**src/rtl/seg7_pkg.sv**
```systemverilog
// Shared types and constants for the 7-segment scan driver.
// Optional build macro: SEG7_BLANK_LEADING_ZERO_EN blanks the tens digit when it is zero.
package seg7_pkg;

  typedef enum logic {
    DIG_ONES = 1'b0,
    DIG_TENS = 1'b1
  } dig_state_e;

  // Active-high patterns, bit0=a .. bit6=g
  localparam logic [6:0] SEG_LUT [10] = '{
    7'h3F, 7'h06, 7'h5B, 7'h4F, 7'h66,
    7'h6D, 7'h7D, 7'h07, 7'h7F, 7'h6F
  };

  localparam logic [6:0] SEG_OFF = 7'h00;
  localparam logic [1:0] DIG_OFF = 2'b00;

  function automatic logic [6:0] seg_enc(input logic [3:0] digit);
    logic [6:0] pattern;
    if (digit <= 4'd9) begin
      pattern = SEG_LUT[digit];
    end else begin
      pattern = SEG_OFF;
    end
    return pattern;
  endfunction

endpackage

```
**src/rtl/bin5_to_bcd.sv**
```systemverilog
// Combinational 0..31 binary to two-digit BCD split using a compare chain.
module bin5_to_bcd
  import seg7_pkg::*;
(
  input  logic [4:0] bin,
  output logic [1:0] tens,
  output logic [3:0] ones
);

  logic [4:0] rem_s;

  // Subtract the largest multiple of ten not exceeding the input
  always_comb begin
    tens  = 2'd0;
    rem_s = bin;
    if (bin >= 5'd30) begin
      tens  = 2'd3;
      rem_s = bin - 5'd30;
    end else if (bin >= 5'd20) begin
      tens  = 2'd2;
      rem_s = bin - 5'd20;
    end else if (bin >= 5'd10) begin
      tens  = 2'd1;
      rem_s = bin - 5'd10;
    end else begin
      tens  = 2'd0;
      rem_s = bin;
    end
    ones = rem_s[3:0];
  end

endmodule

```
**src/rtl/seg7_scan_driver.sv**
```systemverilog
// Two-digit multiplexed 7-segment driver for a 0..31 count, latched once per scan frame.
// Optional build macro: SEG7_BLANK_LEADING_ZERO_EN (blank the tens digit when it is zero).
module seg7_scan_driver
  import seg7_pkg::*;
#(
  parameter int SCAN_DIV       = 4,
  parameter bit SEG_ACTIVE_LOW = 1'b0
) (
  input  logic       clk,
  input  logic       rst,
  input  logic [4:0] count_in,
  output logic [6:0] seg,
  output logic [1:0] dig_sel,
  output logic       frame_start
);

  localparam int              DW       = $clog2(SCAN_DIV);
  localparam logic [DW-1:0]   DIV_LAST = DW'(SCAN_DIV - 1);
  localparam logic [6:0]      SEG_INV  = SEG_ACTIVE_LOW ? 7'h7F : 7'h00;
  localparam logic [1:0]      DIG_INV  = SEG_ACTIVE_LOW ? 2'b11 : 2'b00;

  dig_state_e    state_r, state_s;
  logic [DW-1:0] div_cnt_r, div_cnt_s;
  logic          wrap_s, frame_wrap_s;
  logic [4:0]    held_r;
  logic          load_pend_r;
  logic          frame_start_r;
  logic [6:0]    seg_r, seg_s;
  logic [1:0]    dig_sel_r, dig_sel_s;
  logic [1:0]    tens_s;
  logic [3:0]    ones_s;

  bin5_to_bcd u_bcd (
    .bin  (held_r),
    .tens (tens_s),
    .ones (ones_s)
  );

  // Slot divider and ones/tens state sequencing
  always_comb begin
    wrap_s    = (div_cnt_r == DIV_LAST);
    div_cnt_s = div_cnt_r + DW'(1);
    state_s   = state_r;
    if (wrap_s) begin
      div_cnt_s = {DW{1'b0}};
      state_s   = (state_r == DIG_ONES) ? DIG_TENS : DIG_ONES;
    end else begin
      div_cnt_s = div_cnt_r + DW'(1);
      state_s   = state_r;
    end
    frame_wrap_s = wrap_s && (state_r == DIG_TENS);
  end

  // Digit select and segment pattern for the slot being scanned
  always_comb begin
    seg_s     = SEG_OFF;
    dig_sel_s = DIG_OFF;
    case (state_r)
      DIG_ONES: begin
        dig_sel_s = 2'b01;
        seg_s     = seg_enc(ones_s);
      end
      DIG_TENS: begin
        dig_sel_s = 2'b10;
`ifdef SEG7_BLANK_LEADING_ZERO_EN
        if (tens_s == 2'd0) begin
          seg_s = SEG_OFF;
        end else begin
          seg_s = seg_enc({2'b00, tens_s});
        end
`else
        seg_s = seg_enc({2'b00, tens_s});
`endif
      end
      default: begin
        dig_sel_s = DIG_OFF;
        seg_s     = SEG_OFF;
      end
    endcase
  end

  // State and divider registers
  always_ff @(posedge clk or posedge rst) begin
    if (rst) begin
      state_r   <= DIG_ONES;
      div_cnt_r <= {DW{1'b0}};
    end else begin
      state_r   <= state_s;
      div_cnt_r <= div_cnt_s;
    end
  end

  // Frame latch of the count plus registered, polarity-adjusted outputs
  always_ff @(posedge clk or posedge rst) begin
    if (rst) begin
      held_r        <= 5'd0;
      load_pend_r   <= 1'b1;
      frame_start_r <= 1'b0;
      seg_r         <= SEG_OFF ^ SEG_INV;
      dig_sel_r     <= DIG_OFF ^ DIG_INV;
    end else begin
      frame_start_r <= frame_wrap_s;
      if (load_pend_r) begin
        held_r      <= count_in;
        load_pend_r <= 1'b0;
      end else if (frame_wrap_s) begin
        held_r <= count_in;
      end
      seg_r     <= seg_s ^ SEG_INV;
      dig_sel_r <= dig_sel_s ^ DIG_INV;
    end
  end

  assign seg         = seg_r;
  assign dig_sel     = dig_sel_r;
  assign frame_start = frame_start_r;

endmodule

```
**config.mk**
```make
export PLATFORM = sky130hd
export DESIGN_NAME = seg7_scan_driver
export DESIGN_NICKNAME = d
export VERILOG_FILES = /design/src/rtl/seg7_pkg.sv /design/src/rtl/bin5_to_bcd.sv /design/src/rtl/seg7_scan_driver.sv
export SDC_FILE = /design/constraint.sdc
export NUM_CORES = 1
export LEC_CHECK = 0
export CORE_UTILIZATION = 55
export CTS_BUF_LIST = sky130_fd_sc_hd__clkbuf_4 sky130_fd_sc_hd__clkbuf_8
export CTS_CLUSTER_DIAMETER = 80
export CTS_CLUSTER_SIZE = 8
export DETAILED_ROUTE_END_ITERATION = 16
export GPL_ROUTABILITY_DRIVEN = 0
export PLACE_DENSITY = 0.77
export SLEW_MARGIN = 20
export SYNTH_ARGS = -nofsm -noshare
export SYNTH_HDL_FRONTEND = slang
export SYNTH_HIERARCHICAL = 1
export SYNTH_SLANG_ARGS = --single-unit
```
**constraint.sdc**
```tcl
create_clock -name clk -period 3.6 [get_ports clk]
set_clock_uncertainty 0.2 [all_clocks]
set_input_delay 0.72 -clock clk [delete_from_list [all_inputs] [get_ports clk]]
set_output_delay 0.72 -clock clk [all_outputs]
set_load 0.05 [all_outputs]
```
==> results of run 1 <==
placed cells by master (no fill, tap or decap):
cell type | netlist | routed
nand2b_1 | 4 | 4
o31a_1 | 1 | 1
clkinv_2 | 0 | 1
and3b_1 | 1 | 1
a21o_2 | 1 | 1
o21ai_1 | 3 | 3
nor2_1 | 2 | 2
nor2b_1 | 4 | 4
xnor2_1 | 1 | 1
a21boi_2 | 1 | 1
mux2_4 | 5 | 5
ha_1 | 12 | 12
dfstp_2 | 1 | 1
inv_1 | 9 | 9
mux2_2 | 1 | 1
or2b_1 | 1 | 1
o31ai_1 | 2 | 2
a21oi_2 | 1 | 1
a32o_1 | 1 | 1
o21bai_1 | 1 | 1
o22a_2 | 1 | 1
nor2_8 | 1 | 1
nand2_1 | 4 | 4
a21oi_1 | 3 | 3
conb_1 | 1 | 1
xor2_1 | 2 | 2
a22oi_1 | 1 | 1
a21o_1 | 1 | 1
nor3b_1 | 1 | 1
o22ai_1 | 2 | 2
mux2i_1 | 3 | 3
and2_4 | 1 | 1
a2bb2oi_2 | 1 | 1
clkdlybuf4s50_1 | 0 | 16
nor3_1 | 2 | 2
a22o_1 | 1 | 1
dfrtp_1 | 18 | 18
clkbuf_4 | 0 | 3
registers in the layout, indices dropped and copies added, names as in the netlist:
name / count
div_cnt_r: 2
frame_start: 1
held_r: 5
state_r: 1
seg: 7
load_pend_r: 1
dig_sel: 2
cell families (layout without fill, tap and decap cells):
family / after synthesis / in the layout / share of synthesized area, %
AO/OA/AOI/OAI: 21 / 21 / 14.3
AND/OR/NAND/NOR: 21 / 21 / 12.0
flip-flops: 19 / 19 / 42.3
adder cells (fa/ha/maj): 12 / 12 / 13.3
buffers and inverters: 12 / 29 / 5.00
multiplexers: 9 / 9 / 10.3
XOR/XNOR: 3 / 3 / 2.33
other: 1 / 1 / 0.333
per-stage QoR:
| stage | power [mW] | utilization, % | cell area (um^2) | hold slack [ns] |
|---|---|---|---|---|
| after CTS | 0.609 | 68.2 | 1330 | 0.246 |
| final | 0.605 | 68.2 | 1330 | 0.244 |
| after detailed placement | 0.498 | 66.8 | 1300 | 0.227 |
| after floorplan | 0.434 | - | 1130 | 0.203 |
| after global placement | 0.494 | 66.8 | 1300 | 0.215 |
| after global routing | 0.638 | 68.2 | 1330 | 0.272 |
layout make-up:
cell class	instances	area [um^2]	share of cell area [%]
Clock buffer	3	22.5	1.70
Clock inverter	1	5.00	0.378
Inverter	9	33.8	2.55
Multi-Input combinational cell	67	593	44.8
Sequential cell	19	477	36.0
Tap cell	27	33.8	2.55
Timing Repair Buffer	16	160	12.1
path summary, 6_finish.rpt:
check                                  start            to  slack (ns)  depth (start not counted)
max in group asynchronous                rst  div_cnt_r[1]        2.13                          2
worst min register to register  div_cnt_r[0]  div_cnt_r[0]        0.24                          1
min in group asynchronous                rst   frame_start        0.63                          2
worst min-delay path            div_cnt_r[0]  div_cnt_r[0]        0.24                          1
worst max-delay path               held_r[1]        seg[2]        0.68                         11
worst max register to register     held_r[1]        seg[2]        0.68                         11
synthesized netlist by cell type, drive strengths merged:
library cell | number | area, um^2
dfrtp | 18 | 450
ha | 12 | 150
inv | 9 | 33.8
mux2 | 6 | 86.3
a21oi | 4 | 23.8
nand2 | 4 | 15.0
nand2b | 4 | 25.0
nor2b | 4 | 25.0
mux2i | 3 | 30.0
nor2 | 3 | 27.5
o21ai | 3 | 15.0
a21o | 2 | 16.3
buf | 2 | 18.8
nor3 | 2 | 10.0
o22ai | 2 | 12.5
o31ai | 2 | 15.0
xor2 | 2 | 17.5
a21boi | 1 | 11.3
a22o | 1 | 8.76
a22oi | 1 | 7.51
a2bb2oi | 1 | 15.0
a32o | 1 | 10.0
and2 | 1 | 8.76
and3b | 1 | 8.76
clkbuf | 1 | 3.75
conb | 1 | 3.75
dfstp | 1 | 26.3
nor3b | 1 | 7.51
o21bai | 1 | 7.51
o22a | 1 | 10.0
o31a | 1 | 8.76
or2b | 1 | 7.51
xnor2 | 1 | 8.76
power by group:
group,internal (mW),total [mW],switching [mW]
clock,0.0414,0.109,0.0678
sequential,0.237,0.252,0.0146
combinational,0.0982,0.244,0.146
per-layer routing:
metal	routed length (um)	global-route usage (%)	up-vias
met1	912	28.8	388
met5	0	0	-
met2	995	32.6	12
li1	-	-	367
met4	14	10.3	0
met3	60	2.31	2
==> impl_metrics.tcl, run 1 <==
set metrics [dict create \
    clock-sinks 19 \
    first_pass_iters 4 \
    die_x_um 47.3 \
    grt_pass1_vias 735 \
    cts_tree "built" \
    layout.nets 135 \
    fin_crit_sh_pct 81.0 \
    max_slew_margin_pct 53.2 \
    drive_gt1_share_pct 15.7 \
    cellPowerDensity_mw_per_mm2 456 \
    antenna_found_initial 0 \
    crit_slowest_cell "dfrtp_1" \
    startpoint_type "flip-flop" \
    stdcell_count 142 \
    clock_path_buffers 2 \
    core_mm2 0.00194 \
    wirelength_mm 1.98 \
    grt_start_max_net_pins 20 \
    cts-root-buf "clkbuf_4" \
    clkSlewWorstSetupHoldPaths_ns 0.11 \
    fp.dieH_um 47.3 \
    cp_top_family "compound AO/OA/AOI/OAI gates" \
    maxCapViolations 0 \
    hpwl_mm 1.50 \
    peakVddDrop_v 0.000371 \
    cellLeakagePower_nw 0.628 \
    crit_buf_inv 2 \
    vias 769 \
    initial_core_util_pct 58.0 \
    fill_cells 160 \
    n_antenna_cell 0 \
    first_iter_violations 14 \
    cts-buffers-inserted 3 \
    setup_viol 0 \
    worstSkewPairLatency_ns 0.30 \
    grt_usage_pct 20.9 \
    worst_setup_path_end_kind "flip-flop" \
    min_path_type "flip-flop to flip-flop" \
    finalHoldViolations 0 \
    ctsResizeCount 0 \
    ys_seq_area_share_pct 42.3 \
    synth-seq-cells 19 \
    status "finished, final reports clean" \
    rows 16 \
    drc 0 \
    rsz0062_at_grt "no" \
    dp_cells 138 \
    worst_slew_pin_slew_ns 0.701 \
    drtAntennaViolNets 0 \
    synth_cells 98 \
    syn_avg_cell_area_um2 11.5 \
    pre_cts_ws_ns 0.750 \
    netlist_area_mm2 0.00113 \
    path_class "flip-flop to flip-flop" \
    yosys.cell_types.count 38 \
    post_cts.repair.setup_buffers 0 \
    htree_levels 1 \
    slew_viol_final 0 \
    cp_cell_sequence "inv_1 > ha_1 > nor2b_1 > o31a_1 > a2bb2oi_2 > xnor2_1 > inv_1 > ha_1 > o21bai_1 > a22oi_1 > o22a_2" \
    worst_path_largest_cell_delay_ns 0.43 \
    ys_warn_count 6 \
    area_delta_synth_final_pct 17.7 \
    io_buffers 16 \
    overflow 0 \
    grt_pass1_wl_mm 3.19 \
    syn_nets 117 \
    die-area_mm2 0.00223 \
    cp_max_fo 5 \
    period_needed_ns 2.92 \
    cp.arrival_ns 2.92 \
    clock.fmax_mhz 343 \
    wl_per_cell_um 14.0 \
    io_pins 17 \
    fin_tns_setup_ns 0 \
    timing.final.ws_setup_ns 0.683 \
    required_ns 3.60 \
    viasPerCell 5.42 \
    cts-hold-fix-buffers 0 \
]
No activity file was read; power rests on OpenSTA's default activity.
==> run 2, diff against run 1 <==
clock period = 2.7 ns   (was 3.6 ns; I/O delays follow)
==> run 2 against run 1 <==
  * Largest power group is now combinational cells
  * Critical path type unchanged
  * Power increased by 37%
  * Combinational power increased by 43%
  * Clock-buffer cell count unchanged
  * Setup slack got worse by 0.55 ns
  * Critical endpoint unchanged
==> impl_metrics.tcl, run 2 (synthesis results as in run 1) <==
set metrics [dict create \
    worst_slew_pin_slew_ns 0.739 \
    peakVddDrop_v 0.000404 \
    clock_path_buffers 2 \
    final_cell_mix "dfrtp_1 (17), clkdlybuf4s50_1 (16), ha_1 (12)" \
    cts-buffers-inserted 3 \
    rsz0062_at_grt "no" \
    viasPerCell 5.31 \
    fill_cells 165 \
    wl_per_cell_um 15.2 \
    fin_area_mm2 0.00137 \
    first_iter_violations 21 \
    layout.nets 140 \
    initial_core_util_pct 58.0 \
    wirelength_mm 2.23 \
    grt_start_max_net_pins 20 \
    overflow 0 \
    dp_cells 142 \
    fin_crit_sh_pct 94.9 \
    vias 780 \
    fp.dieH_um 47.3 \
    status "finished, final reports clean" \
    largest_reg_flops 7 \
    cp.arrival_ns 2.56 \
    cellLeakagePower_nw 0.651 \
    die_x_um 47.3 \
    rows 16 \
    cp_max_fo 3 \
    drtAntennaViolNets 0 \
    setup_viol 0 \
    path_class "flip-flop to flip-flop" \
    cellPowerDensity_mw_per_mm2 605 \
    worst_path_largest_cell_delay_ns 0.37 \
    r2r_setup_slack_ns 0.14 \
    worst_setup_path_end_kind "flip-flop" \
    n_antenna_cell 0 \
    crit_start "held_r[1]" \
    r2r_start "held_r[1]" \
    pre_cts_ws_ns 0.0674 \
    place_area_mm2 0.00133 \
    holdCritStartpoint "div_cnt_r[0]" \
    htree_levels 1 \
    reg2reg_to "seg[2]" \
    startpoint_type "flip-flop" \
    cts_tree "built" \
    io_pins 17 \
    clkSlewWorstSetupHoldPaths_ns 0.11 \
    worstSkewPairLatency_ns 0.31 \
    crit_slowest_cell "dfrtp_1" \
    grt_usage_pct 23.8 \
    max_slew_margin_pct 50.7 \
    clock-sinks 19 \
    clock.fmax_mhz 390 \
    area_delta_synth_final_pct 21.4 \
    stdcell_count 147 \
    cts-root-buf "clkbuf_4" \
    period_needed_ns 2.56 \
    core_mm2 0.00194 \
    maxCapViolations 0 \
    drc 0 \
    timing.final.ws_setup_ns 0.138 \
    hpwl_mm 1.70 \
    io_buffers 16 \
    r2r_cells 11 \
    fin_tns_setup_ns 0 \
    finalHoldViolations 0 \
    first_pass_iters 4 \
    antenna_found_initial 0 \
    die-area_mm2 0.00223 \
    grt_pass1_wl_mm 3.56 \
    mostFrequentLayoutCell "dfrtp_1" \
    drive_gt1_share_pct 20.8 \
    min_path_type "flip-flop to flip-flop" \
    slew_viol_final 0 \
    cp_cell_sequence "inv_1 > ha_1 > nor2b_1 > o31a_1 > a2bb2oi_2 > xnor2_1 > inv_1 > ha_1 > o21bai_2 > a22oi_1 > o22a_2" \
    grt_pass1_vias 735 \
    required_ns 2.70 \
    endpoint "seg[2]" \
]
## run 2: cell types whose count changed in the layout (fill, tap and decap cells not counted)
cell	previous run	this run
dfrtp_1	18	17
o21bai_1	1	0
buf_4	0	5
dfrtp_2	0	1
o21bai_2	0	1
## run 2: final cells by class
class                   count  area, um^2  area share [%]
inverters                   9        33.8            2.47
clock buffers               3        22.5            1.65
flip-flops and latches     19         478            34.9
well taps                  27        33.8            2.47
clock inverters             1        5.00           0.366
repair buffers             21         198            14.5
multi-input cells          67         597            43.6
## run 2: metrics by stage
stage               hold slack (ns)  power (mW)  util [%]
floorplan                     0.203       0.579         -
global placement              0.222       0.669      68.4
detailed placement            0.237       0.678      68.4
CTS                           0.253       0.822      69.8
global route                  0.268       0.874      70.4
finish                        0.251       0.827      70.4
## run 2: critical path: cells and delay by family, from the launching register on
kind | cells | cell delay [ns]
xor+xnor | 1 | 0.16
flops | 1 | 0.37
simple gates | 1 | 0.14
fa+ha+maj | 2 | 0.41
buf+inv | 2 | 0.21
compound gates | 5 | 0.96
## run 2: worst min path at each step
stage | to | depth (start not counted)
after CTS | div_cnt_r[0] | 1
after detailed placement | div_cnt_r[0] | 1
after global routing | div_cnt_r[0] | 1
after floorplan | div_cnt_r[0] | 1
after global placement | div_cnt_r[0] | 1
final | div_cnt_r[0] | 1
## run 2: power by group
part	leakage [nW]	internal [mW]	switching (mW)	total, mW
logic	0.411	0.143	0.204	0.348
clock network	0.0177	0.0554	0.0925	0.148
registers	0.223	0.316	0.0156	0.332
total	0.651	0.515	0.312	0.827
## run 2: per-layer routing
metal / routed length, um / global-route usage, % / up-vias
met1: 954 / 30.7 / 374
met5: 0 / 0 / -
met2: 1130 / 39.2 / 21
met3: 100 / 4.23 / 7
li1: - / - / 378
met4: 46 / 9.71 / 0
## run 2: timing repair
item                       4_1_cts  5_1_grt
setup endpoints to repair        0        7
resized for setup                0        2
setup buffers                    0        1
hold buffers                     0        0
==> run 3, diff against run 2 <==
--- a/config.mk
+++ b/config.mk
@@ -6,11 +6,11 @@
 export NUM_CORES = 1
 export LEC_CHECK = 0
-export CORE_UTILIZATION = 55
-export CTS_BUF_LIST = sky130_fd_sc_hd__clkbuf_4 sky130_fd_sc_hd__clkbuf_8
+export CORE_ASPECT_RATIO = 1.2
+export CORE_UTILIZATION = 52
 export CTS_CLUSTER_DIAMETER = 80
 export CTS_CLUSTER_SIZE = 8
 export DETAILED_ROUTE_END_ITERATION = 16
 export GPL_ROUTABILITY_DRIVEN = 0
-export PLACE_DENSITY = 0.77
+export PLACE_DENSITY = 0.73
 export SLEW_MARGIN = 20
 export SYNTH_ARGS = -nofsm -noshare
==> constraint.sdc (replaced) <==
create_clock -name clk -period 2.7 [get_ports clk]
set_clock_uncertainty 0.2 [all_clocks]
set_input_delay 0.54 -clock clk [delete_from_list [all_inputs] [get_ports clk]]
set_output_delay 0.54 -clock clk [all_outputs]
set_load 0.02 [all_outputs]
==> run 3 against run 2 <==
  * Register-to-register slack barely moved
  * Setup slack got worse by 0.0064 ns
  * Power decreased by 7.3%
  * Largest cell class unchanged
  * Largest power group is now sequential cells
  * Highest routed layer unchanged
==> impl_metrics.tcl, run 3 (synthesis results as in run 1) <==
set metrics [dict create \
    first_pass_iters 4 \
    grt_pass1_wl_mm 3.50 \
    crit_buf_inv 1 \
    max_slew_margin_pct 52.7 \
    cellPowerDensity_mw_per_mm2 555 \
    cts-buffers-inserted 3 \
    viasPerCell 5.07 \
    antenna_found_initial 0 \
    path_class "flip-flop to flip-flop" \
    layout.nets 139 \
    cp.depth 10 \
    drc 0 \
    peakVddDrop_v 0.000422 \
    r2r_cells 10 \
    slew_viol_final 0 \
    die_x_um 44.5 \
    grt_start_max_net_pins 20 \
    worst_slew_pin_slew_ns 0.709 \
    crit_slowest_cell "dfrtp_2" \
    r2r_setup_slack_ns 0.13 \
    rows 18 \
    grt_usage_pct 20.5 \
    crit_start "held_r[2]" \
    worst_setup_path_end_kind "flip-flop" \
    worstSkewPairLatency_ns 0.29 \
    required_ns 2.69 \
    io_pins 17 \
    endpoint "seg[2]" \
    maxCapViolations 0 \
    n_antenna_cell 0 \
    initial_core_util_pct 54.9 \
    cp.arrival_ns 2.56 \
    setup_viol 0 \
    cellLeakagePower_nw 0.645 \
    htree_levels 1 \
    cp_cell_sequence "ha_1 > nor2b_1 > o31a_1 > a2bb2oi_2 > xnor2_1 > inv_1 > ha_2 > o21bai_4 > a22oi_1 > o22a_2" \
    hold_slack_ns 0.241 \
    first_iter_violations 14 \
    clock_path_buffers 2 \
    status "finished, final reports clean" \
    largest_reg_flops 7 \
    clkSlewWorstSetupHoldPaths_ns 0.10 \
    io_buffers 16 \
    grt_pass1_vias 769 \
    overflow 0 \
    drive_gt1_share_pct 22.7 \
    cp_max_fo 6 \
    area_delta_synth_final_pct 22.7 \
    fin_crit_sh_pct 95.1 \
    multi_input_area_um2 614 \
    fp.dieH_um 53.0 \
    clock.fmax_mhz 389 \
    r2r_start "held_r[2]" \
    vias 756 \
    cts-root-buf "clkbuf_4" \
    cp_top_family "compound AO/OA/AOI/OAI gates" \
    die-area_mm2 0.00236 \
    period_needed_ns 2.57 \
    wirelength_mm 2.08 \
    fill_cells 147 \
    clock-sinks 19 \
    cts-hold-fix-buffers 0 \
    finalHoldViolations 0 \
    seq_area_um2 478 \
    startpoint_type "flip-flop" \
    hpwl_mm 1.55 \
    worst_path_largest_cell_delay_ns 0.46 \
    reg2reg_to "seg[2]" \
    drtAntennaViolNets 0 \
    mostFrequentLayoutCell "dfrtp_1" \
    min_path_type "flip-flop to flip-flop" \
    final_cell_mix "dfrtp_1 (17), clkdlybuf4s50_1 (16), ha_1 (10)" \
    cts_tree "built" \
    core_mm2 0.00205 \
    wl_per_cell_um 14.0 \
    fin_total_pwr_mw 0.767 \
]
## run 3: changes by cell type in the layout (fill, tap and decap cells not counted), sizes merged
cell  before  now
buf        5    4
## run 3: stage by stage
step | utilization [%] | instance area (um^2) | cells | setup TNS [ns] | worst slack, ns
finish | 67.4 | 1380 | 149 | 0 | 0.132
global route | 67.4 | 1380 | 149 | -0.000305 | -0.000305
CTS | 65.9 | 1350 | 148 | 0 | 0.0236
detailed placement | 64.6 | 1320 | 144 | 0 | 0.0521
global placement | 64.6 | 1320 | 144 | 0 | 0.105
floorplan | - | 1130 | 98 | 0 | 0.106
## run 3: what timing repair did
| item | CTS | global route |
|---|---|---|
| endpoints found under the setup margin | 0 | 7 |
| endpoints found under the hold margin | 0 | 0 |
| buffers inserted | 0 | 1 |
| gates resized for setup | 0 | 6 |
## run 3: worst min path at each step
| stage | from | to | slack, ns | cells after the start |
|---|---|---|---|---|
| 3_3_place_gp | div_cnt_r[0] | div_cnt_r[0] | 0.21 | 1 |
| 6_report | div_cnt_r[0] | div_cnt_r[0] | 0.24 | 1 |
| 4_1_cts | div_cnt_r[0] | div_cnt_r[0] | 0.24 | 1 |
| 3_5_place_dp | div_cnt_r[0] | div_cnt_r[0] | 0.23 | 1 |
| 2_1_floorplan | div_cnt_r[0] | div_cnt_r[0] | 0.20 | 1 |
| 5_1_grt | div_cnt_r[0] | div_cnt_r[0] | 0.26 | 1 |
## run 3: final cells by class
| cell class | count | area share [%] |
|---|---|---|
| Clock inverter | 1 | 0.362 |
| Multi-Input combinational cell | 67 | 44.5 |
| Clock buffer | 3 | 1.63 |
| Sequential cell | 19 | 34.6 |
| Timing Repair Buffer | 20 | 13.8 |
| Tap cell | 30 | 2.72 |
| Inverter | 9 | 2.45 |
## run 3: routing by layer
| layer | track usage, % | wire (um) |
|---|---|---|
| met5 | 0 | 0 |
| met4 | 9.09 | 36 |
| met3 | 2.73 | 48 |
| met2 | 34.1 | 1100 |
| met1 | 26.3 | 894 |
## run 3: report_power, final
part | switching, mW | total (mW) | internal, mW
clock network | 0.0845 | 0.140 | 0.0551
registers | 0.0184 | 0.335 | 0.316
logic | 0.146 | 0.292 | 0.147
